## src/rtl/cq_serializer_pkg.sv

```systemverilog
// Shared definitions for the queue-fed serializer: FSM encoding and frame geometry.
package cq_serializer_pkg;

  localparam logic [1:0] ST_IDLE  = 2'd0;
  localparam logic [1:0] ST_START = 2'd1;
  localparam logic [1:0] ST_DATA  = 2'd2;
  localparam logic [1:0] ST_STOP  = 2'd3;

  localparam int DATA_BITS        = 16;
  localparam int FRAME_BITS       = DATA_BITS + 2;  // start + data + stop
  localparam int CLKS_PER_BIT_DEF = 4;
  localparam int BIT_CNT_W        = $clog2(DATA_BITS);

endpackage

```

## src/rtl/cq_serializer_if.sv

```systemverilog
// Queue read port as seen by the serializer: empty flag, head word, pop strobe.
interface cq_serializer_if;

  logic                                 empty;
  logic [cq_serializer_pkg::DATA_BITS-1:0] din;
  logic                                 rd;

  // master = the circular queue, slave = the serializer draining it
  modport master (output empty, output din, input rd);
  modport slave  (input empty, input din, output rd);

endinterface

```

## src/rtl/cq_serializer_bit_timer.sv

```systemverilog
// Modulo-CLKS_PER_BIT cycle counter with synchronous clear and terminal-count flag.
module cq_serializer_bit_timer #(
    parameter int CLKS_PER_BIT = 4,
    parameter int CNT_W        = 2
) (
    input  logic             clk,
    input  logic             reset,
    input  logic             clear,
    output logic [CNT_W-1:0] count,
    output logic             tc
);

    localparam logic [CNT_W-1:0] LAST = CNT_W'(CLKS_PER_BIT - 1);

    assign tc = (count == LAST);

    always_ff @(posedge clk) begin
        if (reset || clear || tc) begin
            count <= '0;
        end else begin
            count <= count + 1'b1;
        end
    end

endmodule

```

## src/rtl/cq_serializer.sv

```systemverilog
// Pops 16-bit words from a circular queue and sends each as a start/16-data/stop frame, LSB first.
module cq_serializer
    import cq_serializer_pkg::*;
#(
    parameter int CLKS_PER_BIT = CLKS_PER_BIT_DEF
) (
    input  logic             clk,
    input  logic             reset,
    cq_serializer_if.slave   q,
    output logic             tx,
    output logic             busy,
    output logic             done
);

    localparam int                   CNT_W    = (CLKS_PER_BIT > 1) ? $clog2(CLKS_PER_BIT) : 1;
    localparam logic [CNT_W-1:0]     PRE_TC   = CNT_W'(CLKS_PER_BIT - 2);
    localparam logic [BIT_CNT_W-1:0] LAST_BIT = BIT_CNT_W'(DATA_BITS - 1);

    logic [1:0]           state;
    logic [DATA_BITS-1:0] shreg;
    logic [BIT_CNT_W-1:0] bit_cnt;
    logic [CNT_W-1:0]     cyc_cnt;
    logic                 bit_tc;

    // NOTE: rd feeds the queue's pointer update directly, so it is gated by reset
    // here rather than relying on state, which only becomes IDLE one edge later.
    assign q.rd = (state == ST_IDLE) && !q.empty && !reset;

    // Held cleared through IDLE so the first START cycle always begins at count 0.
    cq_serializer_bit_timer #(
        .CLKS_PER_BIT (CLKS_PER_BIT),
        .CNT_W        (CNT_W)
    ) u_bit_timer (
        .clk   (clk),
        .reset (reset),
        .clear (state == ST_IDLE),
        .count (cyc_cnt),
        .tc    (bit_tc)
    );

    // tx/busy/done are registered: each branch loads the value for the state being entered.
    always_ff @(posedge clk) begin
        if (reset) begin
            state   <= ST_IDLE;
            tx      <= 1'b1;
            busy    <= 1'b0;
            done    <= 1'b0;
            shreg   <= '0;
            bit_cnt <= '0;
        end else begin
            done <= 1'b0;
            case (state)
                ST_IDLE: begin
                    if (!q.empty) begin
                        shreg   <= q.din;
                        bit_cnt <= '0;
                        tx      <= 1'b0;
                        busy    <= 1'b1;
                        state   <= ST_START;
                    end
                end
                ST_START: begin
                    if (bit_tc) begin
                        tx    <= shreg[0];
                        state <= ST_DATA;
                    end
                end
                ST_DATA: begin
                    if (bit_tc) begin
                        if (bit_cnt == LAST_BIT) begin
                            tx    <= 1'b1;
                            state <= ST_STOP;
                        end else begin
                            shreg   <= shreg >> 1;
                            tx      <= shreg[1];
                            bit_cnt <= bit_cnt + 1'b1;
                        end
                    end
                end
                ST_STOP: begin
                    // Raised one cycle early so the registered pulse lands on the last STOP cycle.
                    if (cyc_cnt == PRE_TC) begin
                        done <= 1'b1;
                    end
                    if (bit_tc) begin
                        busy  <= 1'b0;
                        state <= ST_IDLE;
                    end
                end
                default: state <= ST_IDLE;
            endcase
        end
    end

endmodule
```

## src/flat_wrapper.sv

```systemverilog
// flat-port wrapper written by rule: the top's interface ports become plain ports
module cq_serializer_flat import cq_serializer_pkg::*;
#(
    parameter int CLKS_PER_BIT = CLKS_PER_BIT_DEF
)
  (clk, reset, tx, busy, done, q_empty, q_din, q_rd);
  cq_serializer_if q_i ();
  input  logic clk;
  input  logic reset;
  output logic tx;
  output logic busy;
  output logic done;
  input wire logic [$bits(q_i.empty)-1:0] q_empty;
  input wire logic [$bits(q_i.din)-1:0] q_din;
  output wire logic [$bits(q_i.rd)-1:0] q_rd;
  assign q_i.empty = q_empty;
  assign q_i.din = q_din;
  assign q_rd = q_i.rd;
  cq_serializer #(.CLKS_PER_BIT(CLKS_PER_BIT)) u_core (.clk(clk), .reset(reset), .q(q_i), .tx(tx), .busy(busy), .done(done));
endmodule
```

## config.mk

```make
export PLATFORM = sky130hd
export DESIGN_NAME = cq_serializer_flat
export DESIGN_NICKNAME = d
export VERILOG_FILES = /design/src/rtl/cq_serializer_pkg.sv /design/src/rtl/cq_serializer_if.sv /design/src/rtl/cq_serializer_bit_timer.sv /design/src/rtl/cq_serializer.sv /design/src/flat_wrapper.sv
export SDC_FILE = /design/constraint.sdc
export NUM_CORES = 1
export LEC_CHECK = 0
export ABC_AREA = 1
export ABC_CLOCK_PERIOD_IN_PS = 1900
export BUFFER_PORTS_ARGS = -buffer_cell sky130_fd_sc_hd__buf_2
export CAP_MARGIN = 10
export CORE_UTILIZATION = 35
export CTS_BUF_LIST = sky130_fd_sc_hd__clkbuf_2
export CTS_CLUSTER_DIAMETER = 60
export DETAILED_ROUTE_END_ITERATION = 8
export SLEW_MARGIN = 10
export SYNTH_ARGS = -nofsm -noshare
export SYNTH_HDL_FRONTEND = slang
export SYNTH_SLANG_ARGS = --single-unit
```

## constraint.sdc

```tcl
create_clock -name clk -period 1.9 [get_ports clk]
set_clock_uncertainty 0.1 [all_clocks]
set_input_delay 0.19 -clock clk [delete_from_list [all_inputs] [get_ports clk]]
set_output_delay 0.19 -clock clk [all_outputs]
set_load 0.01 [all_outputs]
```

# Word level (Yosys, flattened, before mapping)

Index checks and enable logic that the tools add are counted.

Register bits after elaboration: 27
Input bits: 19
Output and inout bits: 4
Logic and storage cells: 60

Add/sub/neg operators: 2
Equal/unequal tests: 12
Mux-type cells: 23
Bitwise operators: 1
Reduce and logical (&&, ||, !) cells: 15

Operators by type and width:

| kind                                                                     | number |
|---|---|
| 16-bit 2-to-1 mux                                                        | 3 |
| 16-bit case mux with 2 select lines                                      | 1 |
| 4-bit 2-to-1 mux                                                         | 3 |
| 2-bit 2-to-1 mux                                                         | 5 |
| 2-bit inequality test (second input constant)                            | 5 |
| 2-bit == test (second input constant)                                    | 4 |
| 2-bit case mux with 4 select lines                                       | 1 |
| 4-bit case mux with 2 select lines                                       | 1 |
| 4-bit AND reduction                                                      | 2 |
| 1-bit 2-to-1 mux                                                         | 7 |
| 5-bit AND reduction                                                      | 1 |
| 4-bit by 1-bit adder with 4-bit output (second input constant)           | 1 |
| 4-bit == test (second input constant)                                    | 1 |
| 2-bit nonzero test                                                       | 2 |
| 1-bit case mux with 3 select lines                                       | 1 |
| 3-bit AND reduction                                                      | 1 |
| 3-bit nonzero test                                                       | 1 |
| 2-bit by 1-bit adder with 2-bit output (second input constant)           | 1 |
| 2-bit by 1-bit == test with 1-bit output (second input constant)         | 1 |
| 1-bit logical AND                                                        | 2 |
| 1-bit logical NOT                                                        | 2 |
| 2-bit logical NOT                                                        | 1 |
| 1-bit logical OR                                                         | 2 |
| 2-bit by 1-bit inequality test with 1-bit output (second input constant) | 1 |
| other kinds (3)                                                          | 3 |

# Longest topological paths before layout

Gate-level depths: netlist of run 1.

Depth in word-level cells: 4
Mapped depth: 10
Mapped depth without buffers: 9

# Cells and area by module

A second synthesis of run 1 with hierarchy kept.

Cell total of the unflattened synthesis: 214
Area total of the unflattened synthesis: 1432.6 um2

By module, submodules not included:

| module                  | times used | cells an instance | area each (um2) | sequential area each (um2) |
|---|---|---|---|---|
| cq_serializer           | 1          | 205               | 1357.6          | 500.5 |
| cq_serializer_bit_timer | 1          | 9                 | 75.1            | 40.0 |

# Worst setup path after synthesis of run 1

Ideal clock, no wire load.

Path type: flip-flop to flip-flop
Start: reg u_core.state[0]
End: reg u_core.shreg[10]
Setup time: 0.116 ns
Arrival time: 1.368 ns
Data required time: 1.684 ns
Path slack: 0.316 ns
Stages on the path, launching flop included: 11
Path buffers: 2
Clock period less this slack: 1.584 ns
Cells stage by stage: dfxtp_1 -> inv_1 -> ha_1 -> buf_6 -> nand2_2 -> nand2_1 -> nor2_1 -> nand2_2 -> buf_6 -> o21ai_0 -> nor2_1

Longest elaborated chain between the ends: 3
Elaborated cells between the ends (all ways): 8
Those cells by class: 4 x eq/ne; 1 x mux; 3 x reduce/logical

Ends and longest elaborated chain:

| item                                                                         | RTL line            | source |
|---|---|---|
| start: declaration                                                           | cq_serializer.sv:19 | `logic [1:0] state;` |
| start signal: assignment                                                     | cq_serializer.sv:44 | `state <= ST_IDLE;` |
| start signal: assignment                                                     | cq_serializer.sv:59 | `state <= ST_START;` |
| start signal: assignment                                                     | cq_serializer.sv:65 | `state <= ST_DATA;` |
| 2-bit == test or 2-bit logical NOT (tied branches)                           | cq_serializer.sv:52 | `case (state)` |
| 2-bit inequality test (no source line) or 2-bit nonzero test (tied branches) | --                  |  |
| 4-bit AND reduction (no source line)                                         | --                  |  |
| end signal: assignment                                                       | cq_serializer.sv:55 | `shreg <= q.din;` |
| end signal: assignment                                                       | cq_serializer.sv:74 | `shreg <= shreg >> 1;` |
| end: declaration                                                             | cq_serializer.sv:20 | `logic [DATA_BITS-1:0] shreg;` |

Parallel ways exist; a longest one is shown, timed or not.
A chain may end at the register's enable or synchronous reset.

# Worst setup path after layout of run 1

Start: reg u_core.state[0]
End: out q_rd

Longest elaborated chain between the ends: 3

Ends and longest elaborated chain:

| item                           | RTL line            | source |
|---|---|---|
| 2-bit logical NOT              | cq_serializer.sv:27 | `assign q.rd = (state == ST_IDLE) && !q.empty && !reset;` |
| 1-bit logical AND (2 in a row) | cq_serializer.sv:27 |  |
| end: declaration               | flat_wrapper.sv:15  | `output wire logic [$bits(q_i.rd)-1:0] q_rd;` |

No other way between the ends.

==> results of run 1 <==
==> how the worst max path moves through the flow <==
stage,start,endpoint
final,u_core.state[0],q_rd
after floorplan,u_core.state[0],u_core.shreg[10]
after CTS,u_core.state[0],q_rd
after detailed placement,u_core.state[0],u_core.shreg[2]
after global routing,u_core.state[0],u_core.shreg[1]
after global placement,u_core.state[0],u_core.tx
==> cells in the final DEF (no fill, tap or decap), drive strengths merged <==
cell type    netlist  routed
o211ai             2       2
nor3               1       1
nand2             75      75
o21ai             16      16
nand4              3       3
dfxtp             27      27
ha                 9       9
clkbuf             1       3
a21oi              6       6
nand3              5       5
nor2              48      48
inv               18      18
buf                7      24
nor3b              1       1
dlygate4sd3        0       4
clkinvlp           0       1
==> cells in the mapped netlist (all sizes together) <==
library cell and count:
dfxtp 27, nand3 5, inv 18, o21ai 16, nand4 3, nor2 48, clkbuf 1, a21oi 6
o211ai 2, nor3 1, buf 7, nor3b 1, ha 9, nand2 75
==> logic make-up (layout without fill, tap and decap cells) <==
kind of cell / Yosys count / in the layout / synth area share [%]
compound gates: 24 / 24 / 8.61
fa+ha+maj: 9 / 9 / 7.75
buf+inv: 26 / 50 / 9.04
flops: 27 / 27 / 37.2
simple gates: 133 / 133 / 37.4
==> metrics by stage <==
stage	hold WS [ns]	power, mW
2_1_floorplan	0.298	2.05
3_3_place_gp	0.334	2.30
3_5_place_dp	0.340	2.30
4_1_cts	0.0111	2.55
5_1_grt	0.00345	2.82
6_report	0.0301	2.55
==> sequential cells by signal, summed over array words and instances (netlist names) <==
| name | flops |
|---|---|
| u_core.busy | 1 |
| u_core.u_bit_timer.count | 2 |
| u_core.done | 1 |
| u_core.state | 2 |
| u_core.tx | 1 |
| u_core.bit_cnt | 4 |
| u_core.shreg | 16 |
==> metal layers <==
metal,wire [µm],vias to the layer above,share of wire (%),GRT usage (%)
met1,1440,582,50,15.9
met3,101,2,3.5,3.62
li1,-,727,-,-
met5,0,-,0,0
met4,19,0,0.67,3.19
met2,1290,20,45,24.9
==> where the power goes <==
group          switching, mW  internal [mW]
sequential             0.113          0.779
combinational          0.904          0.529
clock                  0.180         0.0488
==> layout make-up <==
cell class / count / share of cell area (%)
multi-input combinational: 166 / 47.8
sequential: 27 / 32.4
timing repair buffer: 28 / 10.6
inverter: 18 / 4.04
tap: 50 / 3.75
clock buffer: 3 / 0.899
clock inverter: 1 / 0.449
==> timing repair <==
| item | in CTS | in global routing |
|---|---|---|
| buffers inserted | 0 | 0 |
| endpoints found under the hold margin | 8 | 0 |
| endpoints found under the setup margin | 0 | 14 |
| hold buffers | 4 | 0 |
| gates resized for setup | 0 | 4 |
==> worst min-delay path: stages <==
cell     delay, ns
buf_2         0.07
nand2_1       0.04
nand2_1       0.04
o21ai_0       0.07
nor2_1        0.08
==> flow_metrics.env, run 1 <==
export IMPL_outcome="complete, no violations"
export IMPL_synth_top_area_cell="dfxtp_1"
export IMPL_cts_sinks=27
export IMPL_place_congestion=0.836
export IMPL_period_share_pct=92.0
export IMPL_totalWireLength_um=2850
export IMPL_vias=1331
export IMPL_power_leakage_nw=0.812
export IMPL_dpl_hpwl_um=1950
export IMPL_worstHoldStart="q_din[11]"
export IMPL_wl_per_cell_um=9.72
export IMPL_max_vdd_ir_drop_uv=1050
export IMPL_grt_pass1_vias=1124
export IMPL_start_util_pct=36.3
export IMPL_synth_distinct_cells=20
export IMPL_worst_slew_pin_slew_ns=0.486
export IMPL_clkTransAtPathRegs_ns=0.27
export IMPL_antenna_left=0
export IMPL_rsz0062_at_grt="yes"
export IMPL_num_fill_cells=446
export IMPL_synth_area_per_cell_um2=6.63
export IMPL_overflow=0
export IMPL_reg2regPathDepth=7
export IMPL_dr_pass1_iters=4
export IMPL_die_x_um=66.4
export IMPL_grt_max_degree=21
export IMPL_drt_iter0_markers=82
export IMPL_hold_viol_final=0
export IMPL_slew_violations=0
export IMPL_ys_top_cells_by_area="dfxtp_1, nand2_1, nor2_1"
export IMPL_startpoint_type="flop"
export IMPL_grt_pass1_wl_um=4700
export IMPL_cts_max_path_buffers=2
export IMPL_critPathBufInv=3
export IMPL_ys_ff_latch=27
export IMPL_syn_num_nets=247
export IMPL_crit_fanout=5
export IMPL_post_route_drc_count=0
export IMPL_end_kind="output port"
export IMPL_fin_util_pct=41.8
export IMPL_viasPerCell=4.54
export IMPL_synth_cells=219
export IMPL_cts_buffers=3
export IMPL_worstSetupPathType="reg -> out"
export IMPL_antenna_found_initial=0
export IMPL_cap_violations=0
export IMPL_finalSetupViolCount=0
export IMPL_multi_input_area_um2=798
export IMPL_htree_levels=1
export IMPL_synth_area_um2=1450
export IMPL_dp_cells=285
export IMPL_cts_tree="built"
export IMPL_synth_top_cell_area_share_pct=37.2
export IMPL_postLayoutCellArea_um2=1670
export IMPL_core_area_um2=4000
export IMPL_crit_slowest_cell="dfxtp_2"
export IMPL_hold_path_end="u_core.shreg[11]"
export IMPL_numPortBuffers=22
export IMPL_final_layout_size_suffix_gt1_share_pct=15.2
export IMPL_tns_ns=0
export IMPL_dp_slack_ns=0.115
export IMPL_area_growth_pct=15.0
export IMPL_worst_path_stages=5
export IMPL_clock_latency_ns=0.37
export IMPL_grt_use_total_pct=13.7
export IMPL_r2r_start="u_core.state[0]"
export IMPL_io_pins=23
export IMPL_dieArea_um2=4410
export IMPL_r2r_setup_slack_ns=0.16
export IMPL_power_density_nw_per_um2=1530
export IMPL_cts_root_buf="clkbuf_2"
export IMPL_placed_cell_area_um2=1590
export IMPL_die_h_um=66.4
export IMPL_hp_class="in -> reg"
export IMPL_post_route_min_period_ns=1.75
export IMPL_regArea_um2=542
export IMPL_slew_headroom_pct=67.5
export IMPL_synth_seq_area_share_pct=37.2
export IMPL_worstPathCellList="inv_1, ha_4, inv_1, nor3_1, buf_2"
export IMPL_cp_common_cell="inv_1"
export IMPL_crit_path_max_incr_delay_ns=0.40
export IMPL_critical_path_required_ns=1.61
export IMPL_max_freq_ghz=0.572
export IMPL_rows=23
export IMPL_whs_path_depth=5
export IMPL_setup_ws_ns=0.151
export IMPL_cp_arrival_ns=1.46
export IMPL_n_antenna_cell=0
export IMPL_final_cells=293
export IMPL_critPathTopFamily="flip-flops"
export IMPL_fin_nets=272
export IMPL_r2r_end="u_core.tx"
export IMPL_synth_warnings=0
Power figures use the tool's default switching activity.
==> inputs of run 2 (changes only) <==
--- a/config.mk
+++ b/config.mk
@@ -9,10 +9,14 @@
 export ABC_CLOCK_PERIOD_IN_PS = 1900
 export BUFFER_PORTS_ARGS = -buffer_cell sky130_fd_sc_hd__buf_2
 export CAP_MARGIN = 10
+export CELL_PAD_IN_SITES_DETAIL_PLACEMENT = 1
+export CELL_PAD_IN_SITES_GLOBAL_PLACEMENT = 1
 export CORE_UTILIZATION = 35
 export CTS_BUF_LIST = sky130_fd_sc_hd__clkbuf_2
 export CTS_CLUSTER_DIAMETER = 60
 export DETAILED_ROUTE_END_ITERATION = 8
+export PLACE_DENSITY = 0.79
+export SKIP_CTS_REPAIR_TIMING = 1
 export SLEW_MARGIN = 10
 export SYNTH_ARGS = -nofsm -noshare
 export SYNTH_HDL_FRONTEND = slang
==> run 2 against run 1 <==
  * Routed wire length grew 15%
  * Worst hold slack lost 0.0067 ns
  * Worst setup slack gained 0.021 ns
  * Die area is the same
  * Total power grew 2.4%
  * Clock-buffer cell count is the same
  * Global-route usage grew 2.5 points
==> flow_metrics.env, run 2 (synthesized netlist as in run 1, its figures left out) <==
export IMPL_power_leakage_nw=0.809
export IMPL_clock_latency_ns=0.38
export IMPL_grt_use_total_pct=16.2
export IMPL_startpoint_type="flop"
export IMPL_totalWireLength_um=3270
export IMPL_die_x_um=66.4
export IMPL_whs_ns=0.0233
export IMPL_area_growth_pct=13.5
export IMPL_grt_pass1_vias=1313
export IMPL_wl_per_cell_um=11.2
export IMPL_numPortBuffers=22
export IMPL_cp_arrival_ns=1.44
export IMPL_wl_met1_um=1550
export IMPL_fin_util_pct=41.2
export IMPL_start_util_pct=36.3
export IMPL_drt_iter0_markers=48
export IMPL_cts_sinks=27
export IMPL_grt_max_degree=21
export IMPL_cap_violations=0
export IMPL_max_vdd_ir_drop_uv=748
export IMPL_grt_pass1_wl_um=5520
export IMPL_cts_buffers=3
export IMPL_cts_tree="built"
export IMPL_fin_nets=270
export IMPL_cts_root_buf="clkbuf_2"
export IMPL_power_density_nw_per_um2=1590
export IMPL_wl_met2_um=1610
export IMPL_post_route_drc_count=0
export IMPL_final_cells=291
export IMPL_layout_commonest_cell="nand2_1"
export IMPL_overflow=0
export IMPL_final_cell_mix="nand2_1, nor2_1, dfxtp_1"
export IMPL_top_layer_used="met4"
export IMPL_antenna_found_initial=0
export IMPL_hold_viol_final=0
export IMPL_dieArea_um2=4410
export IMPL_worst_slew_pin_slew_ns=0.513
export IMPL_dp_cells=285
export IMPL_io_pins=23
export IMPL_dr_pass1_iters=4
export IMPL_largest_reg_flops=16
export IMPL_whs_path_depth=5
export IMPL_period_share_pct=90.9
export IMPL_clkTransAtPathRegs_ns=0.26
export IMPL_top_regs="u_core.shreg x16, u_core.bit_cnt x4"
export IMPL_reg2regPathDepth=7
export IMPL_slew_headroom_pct=65.8
export IMPL_finalSetupViolCount=0
export IMPL_regArea_um2=543
export IMPL_vias=1367
export IMPL_multi_input_area_um2=798
export IMPL_num_fill_cells=540
export IMPL_outcome="complete, no violations"
export IMPL_n_antenna_cell=0
export IMPL_antenna_left=0
export IMPL_critical_path_required_ns=1.61
export IMPL_dpl_hpwl_um=2400
export IMPL_crit_fanout=5
export IMPL_wl_met3_um=73
export IMPL_worstSetupPathType="reg -> out"
export IMPL_core_area_um2=4000
export IMPL_end_kind="output port"
export IMPL_cts_max_path_buffers=2
export IMPL_rows=23
export IMPL_max_freq_ghz=0.579
export IMPL_die_h_um=66.4
export IMPL_rsz0062_at_grt="no"
export IMPL_viasPerCell=4.70
export IMPL_regMostFlops="u_core.shreg"
export IMPL_slew_violations=0
export IMPL_tns_ns=0
export IMPL_htree_levels=1
export IMPL_place_congestion=0.791
export IMPL_post_route_min_period_ns=1.73
export IMPL_final_layout_size_suffix_gt1_share_pct=16.2
export IMPL_hp_class="in -> reg"
run 2: changes by cell type in the layout (fill, tap and decap cells not counted), sizes merged:
cell	previous run	this run
clkinvlp	1	0
clkinv	0	1
dlygate4sd3	4	1
buf	24	25
run 2: layer usage:
layer	track usage [%]	vias to the layer above
met5	0	-
met4	4.79	0
met3	2.07	5
met2	32.0	16
met1	17.6	623
li1	-	723
run 2: where the power goes:
group / switching [mW] / total (mW) / internal, mW
Clock: 0.181 / 0.228 / 0.0478
Sequential: 0.115 / 0.896 / 0.782
Combinational: 0.951 / 1.49 / 0.541
Total: 1.25 / 2.62 / 1.37
run 2: final timing paths:
kind                            slack [ns]                           to                        start
worst min register to register        0.37  u_core.u_bit_timer.count[0]  u_core.u_bit_timer.count[0]
worst max register to register        0.22            u_core.bit_cnt[2]              u_core.state[0]
worst max-delay path                  0.17                         q_rd              u_core.state[1]
worst min-delay path                  0.02             u_core.shreg[15]                    q_din[15]
run 2: critical path: stages (launching register included):
cell and delay (ns):
dfxtp_2 0.41, inv_1 0.14, ha_4 0.17, inv_1 0.05, nor3_1 0.13, buf_2 0.16
run 2: cell type report:
class	count	area share, %
Clock buffer	3	0.910
Inverter	18	4.25
Tap cell	50	3.79
Sequential cell	27	32.9
Timing Repair Buffer	26	9.41
Multi-Input combinational cell	166	48.4
Clock inverter	1	0.303
run 2: metrics by stage:
step                      cell area, µm²  power (mW)  setup slack [ns]
after floorplan                     1450        2.05             0.316
after global placement              1590        2.32             0.143
after detailed placement            1590        2.37            0.0777
after CTS                           1610        2.60            0.0599
after global routing                1650        2.91           0.00776
final                               1650        2.62             0.172
==> inputs of run 3 (changes only) <==
--- a/config.mk
+++ b/config.mk
@@ -5,7 +5,6 @@
 export SDC_FILE = /design/constraint.sdc
 export NUM_CORES = 1
 export LEC_CHECK = 0
-export ABC_AREA = 1
 export ABC_CLOCK_PERIOD_IN_PS = 1900
 export BUFFER_PORTS_ARGS = -buffer_cell sky130_fd_sc_hd__buf_2
 export CAP_MARGIN = 10
@@ -15,7 +14,7 @@
 export CTS_BUF_LIST = sky130_fd_sc_hd__clkbuf_2
 export CTS_CLUSTER_DIAMETER = 60
 export DETAILED_ROUTE_END_ITERATION = 8
-export PLACE_DENSITY = 0.79
+export PLACE_DENSITY = 0.75
 export SKIP_CTS_REPAIR_TIMING = 1
 export SLEW_MARGIN = 10
 export SYNTH_ARGS = -nofsm -noshare
==> run 3 against run 2 <==
  * Synthesized cell count decreased by 32%
  * Core utilization increased by 9.9 points
  * Die area decreased by 5.0%
  * Highest routed layer unchanged
==> flow_metrics.env, run 3 <==
export IMPL_clkTransAtPathRegs_ns=0.30
export IMPL_yosys_top_cells_count="dfxtp_1, nor2_1, mux2i_1"
export IMPL_post_route_drc_count=0
export IMPL_synth_ff_type="dfxtp_1"
export IMPL_place_congestion=0.773
export IMPL_worst_slew_pin_slew_ns=0.377
export IMPL_cap_violations=0
export IMPL_post_route_min_period_ns=1.85
export IMPL_area_growth_pct=37.9
export IMPL_synth_top_cell_area_share_pct=39.2
export IMPL_grt_max_degree=24
export IMPL_final_layout_size_suffix_gt1_share_pct=30.4
export IMPL_die_x_um=64.7
export IMPL_cp_arrival_ns=2.10
export IMPL_synth_distinct_cells=29
export IMPL_synth_warnings=0
export IMPL_ys_top_cells_by_area="dfxtp_1, mux2i_1, a211oi_1"
export IMPL_dr_pass1_iters=4
export IMPL_core_area_um2=3720
export IMPL_synth_area_um2=1380
export IMPL_hp_class="in -> reg"
export IMPL_finalSetupViolCount=0
export IMPL_ys_ff_latch=27
export IMPL_max_freq_ghz=0.540
export IMPL_p_total_mw=2.95
export IMPL_antenna_left=0
export IMPL_power_density_nw_per_um2=1550
export IMPL_n_antenna_cell=0
export IMPL_grt_pass1_wl_um=5350
export IMPL_syn_num_nets=178
export IMPL_synth_cells=150
export IMPL_r2r_start="u_core.state[1]"
export IMPL_power_leakage_nw=0.772
export IMPL_antenna_found_initial=0
export IMPL_layout_commonest_cell="dfxtp_1"
export IMPL_placed_cell_area_um2=1590
export IMPL_period_share_pct=97.4
export IMPL_r2r_end="u_core.shreg[7]"
export IMPL_fin_nets=223
export IMPL_postLayoutCellArea_um2=1900
export IMPL_vias=1285
export IMPL_outcome="complete, no violations"
export IMPL_totalWireLength_um=3670
export IMPL_end_kind="flop"
export IMPL_final_cells=242
export IMPL_crit_fanout=6
export IMPL_max_vdd_ir_drop_uv=588
export IMPL_rows=22
export IMPL_synth_edf_count=0
export IMPL_cts_tree="built"
export IMPL_dpl_hpwl_um=2350
export IMPL_drt_iter0_markers=22
export IMPL_worstSetupPathType="reg -> reg"
export IMPL_hold_viol_final=0
export IMPL_slew_violations=0
export IMPL_top_regs="u_core.shreg x16, u_core.bit_cnt x4"
export IMPL_grt_use_total_pct=16.2
export IMPL_reg2regPathDepth=8
export IMPL_clock_latency_ns=0.40
export IMPL_largest_reg_flops=16
export IMPL_cts_sinks=27
export IMPL_synth_area_per_cell_um2=9.18
export IMPL_synth_async_sr_flop_share_pct=0
export IMPL_cts_root_buf="clkbuf_2"
export IMPL_dp_cells=220
export IMPL_critical_path_required_ns=2.15
export IMPL_io_pins=23
export IMPL_start_util_pct=37.1
export IMPL_dieArea_um2=4190
export IMPL_htree_levels=1
export IMPL_crit_path_max_incr_delay_ns=0.44
export IMPL_grt_pass1_vias=1218
export IMPL_worstPathCellList="inv_2, ha_4, and2_4, nor4_4, buf_6, buf_8, nor2_1, a211oi_1"
export IMPL_synth_top_area_cell="dfxtp_1"
export IMPL_yosysMostFrequentCell="dfxtp_1"
export IMPL_startpoint_type="flop"
export IMPL_slew_headroom_pct=74.9
export IMPL_regMostFlops="u_core.shreg"
export IMPL_overflow=0
export IMPL_numPortBuffers=22
export IMPL_synth_seq_area_share_pct=39.2
export IMPL_die_h_um=64.7
export IMPL_cts_max_path_buffers=2
export IMPL_viasPerCell=5.31
export IMPL_cp_endpoint="u_core.shreg[7]"
export IMPL_final_cell_mix="dfxtp_1, buf_2, nor2_1"
export IMPL_r2r_setup_slack_ns=0.05
export IMPL_startpoint="u_core.state[1]"
export IMPL_wl_per_cell_um=15.2
export IMPL_cts_buffers=3
export IMPL_crit_slowest_cell="dfxtp_4"
==> run 3: layout make-up <==
cell class | instances | area [µm²]
Multi-Input combinational cell | 109 | 843
Fill cell | 448 | 1820
Tap cell | 48 | 60.1
Inverter | 4 | 15.0
Sequential cell | 27 | 546
Timing Repair Buffer | 50 | 412
Clock buffer | 3 | 15.0
Clock inverter | 1 | 8.76
==> run 3: report_power, final <==
group	internal [mW]	switching (mW)
clock	0.0554	0.205
sequential	0.752	0.108
combinational	0.950	0.877
==> run 3: how the worst min path moves through the flow <==
stage,startpoint,end,slack (ns),cells after the start
finish,q_din[8],u_core.shreg[8],0.02,3
detailed placement,u_core.u_bit_timer.count[0],u_core.u_bit_timer.count[0],0.36,1
global placement,u_core.u_bit_timer.count[0],u_core.u_bit_timer.count[0],0.34,1
global route,q_din[8],u_core.shreg[8],0.02,3
CTS,q_din[15],u_core.shreg[15],-0.10,3
floorplan,q_din[15],u_core.shreg[15],0.26,2
==> run 3: per-stage QoR <==
step	TNS (ns)	worst slack (ns)	hold WS, ns	utilization [%]
after floorplan	0	0.0239	0.256	-
after global placement	0	0.0599	0.345	42.7
after detailed placement	-0.146	-0.0535	0.361	42.7
after CTS	-0.801	-0.104	-0.105	43.4
after global routing	-0.596	-0.0732	0.0175	51.1
final	0	0.0486	0.0152	51.1
==> run 3: layer usage <==
layer	GRT usage [%]	part of all wire, %
met1	18.1	42
met2	31.0	55
met3	3.70	2.5
met4	2.50	0.33
met5	0	0
==> run 3: logic make-up (layout without fill, tap and decap cells) <==
logic type / count (synthesis) / after routing / synth area share, %
and+or+nand+nor: 50 / 50 / 20.3
AOI/OAI and AO/OA: 34 / 34 / 16.6
DFF: 27 / 27 / 39.2
muxes: 16 / 16 / 11.6
buffers and inverters: 14 / 58 / 4.09
adders and majority gates: 9 / 9 / 8.17
==> run 3: critical path, delay by kind of cell (launching register included) <==
family | cells | cell delay (ns)
AO/OA/AOI/OAI | 1 | 0.21
adder cells (fa/ha/maj) | 1 | 0.17
buffers and inverters | 3 | 0.37
flip-flops | 1 | 0.44
AND/OR/NAND/NOR | 3 | 0.52
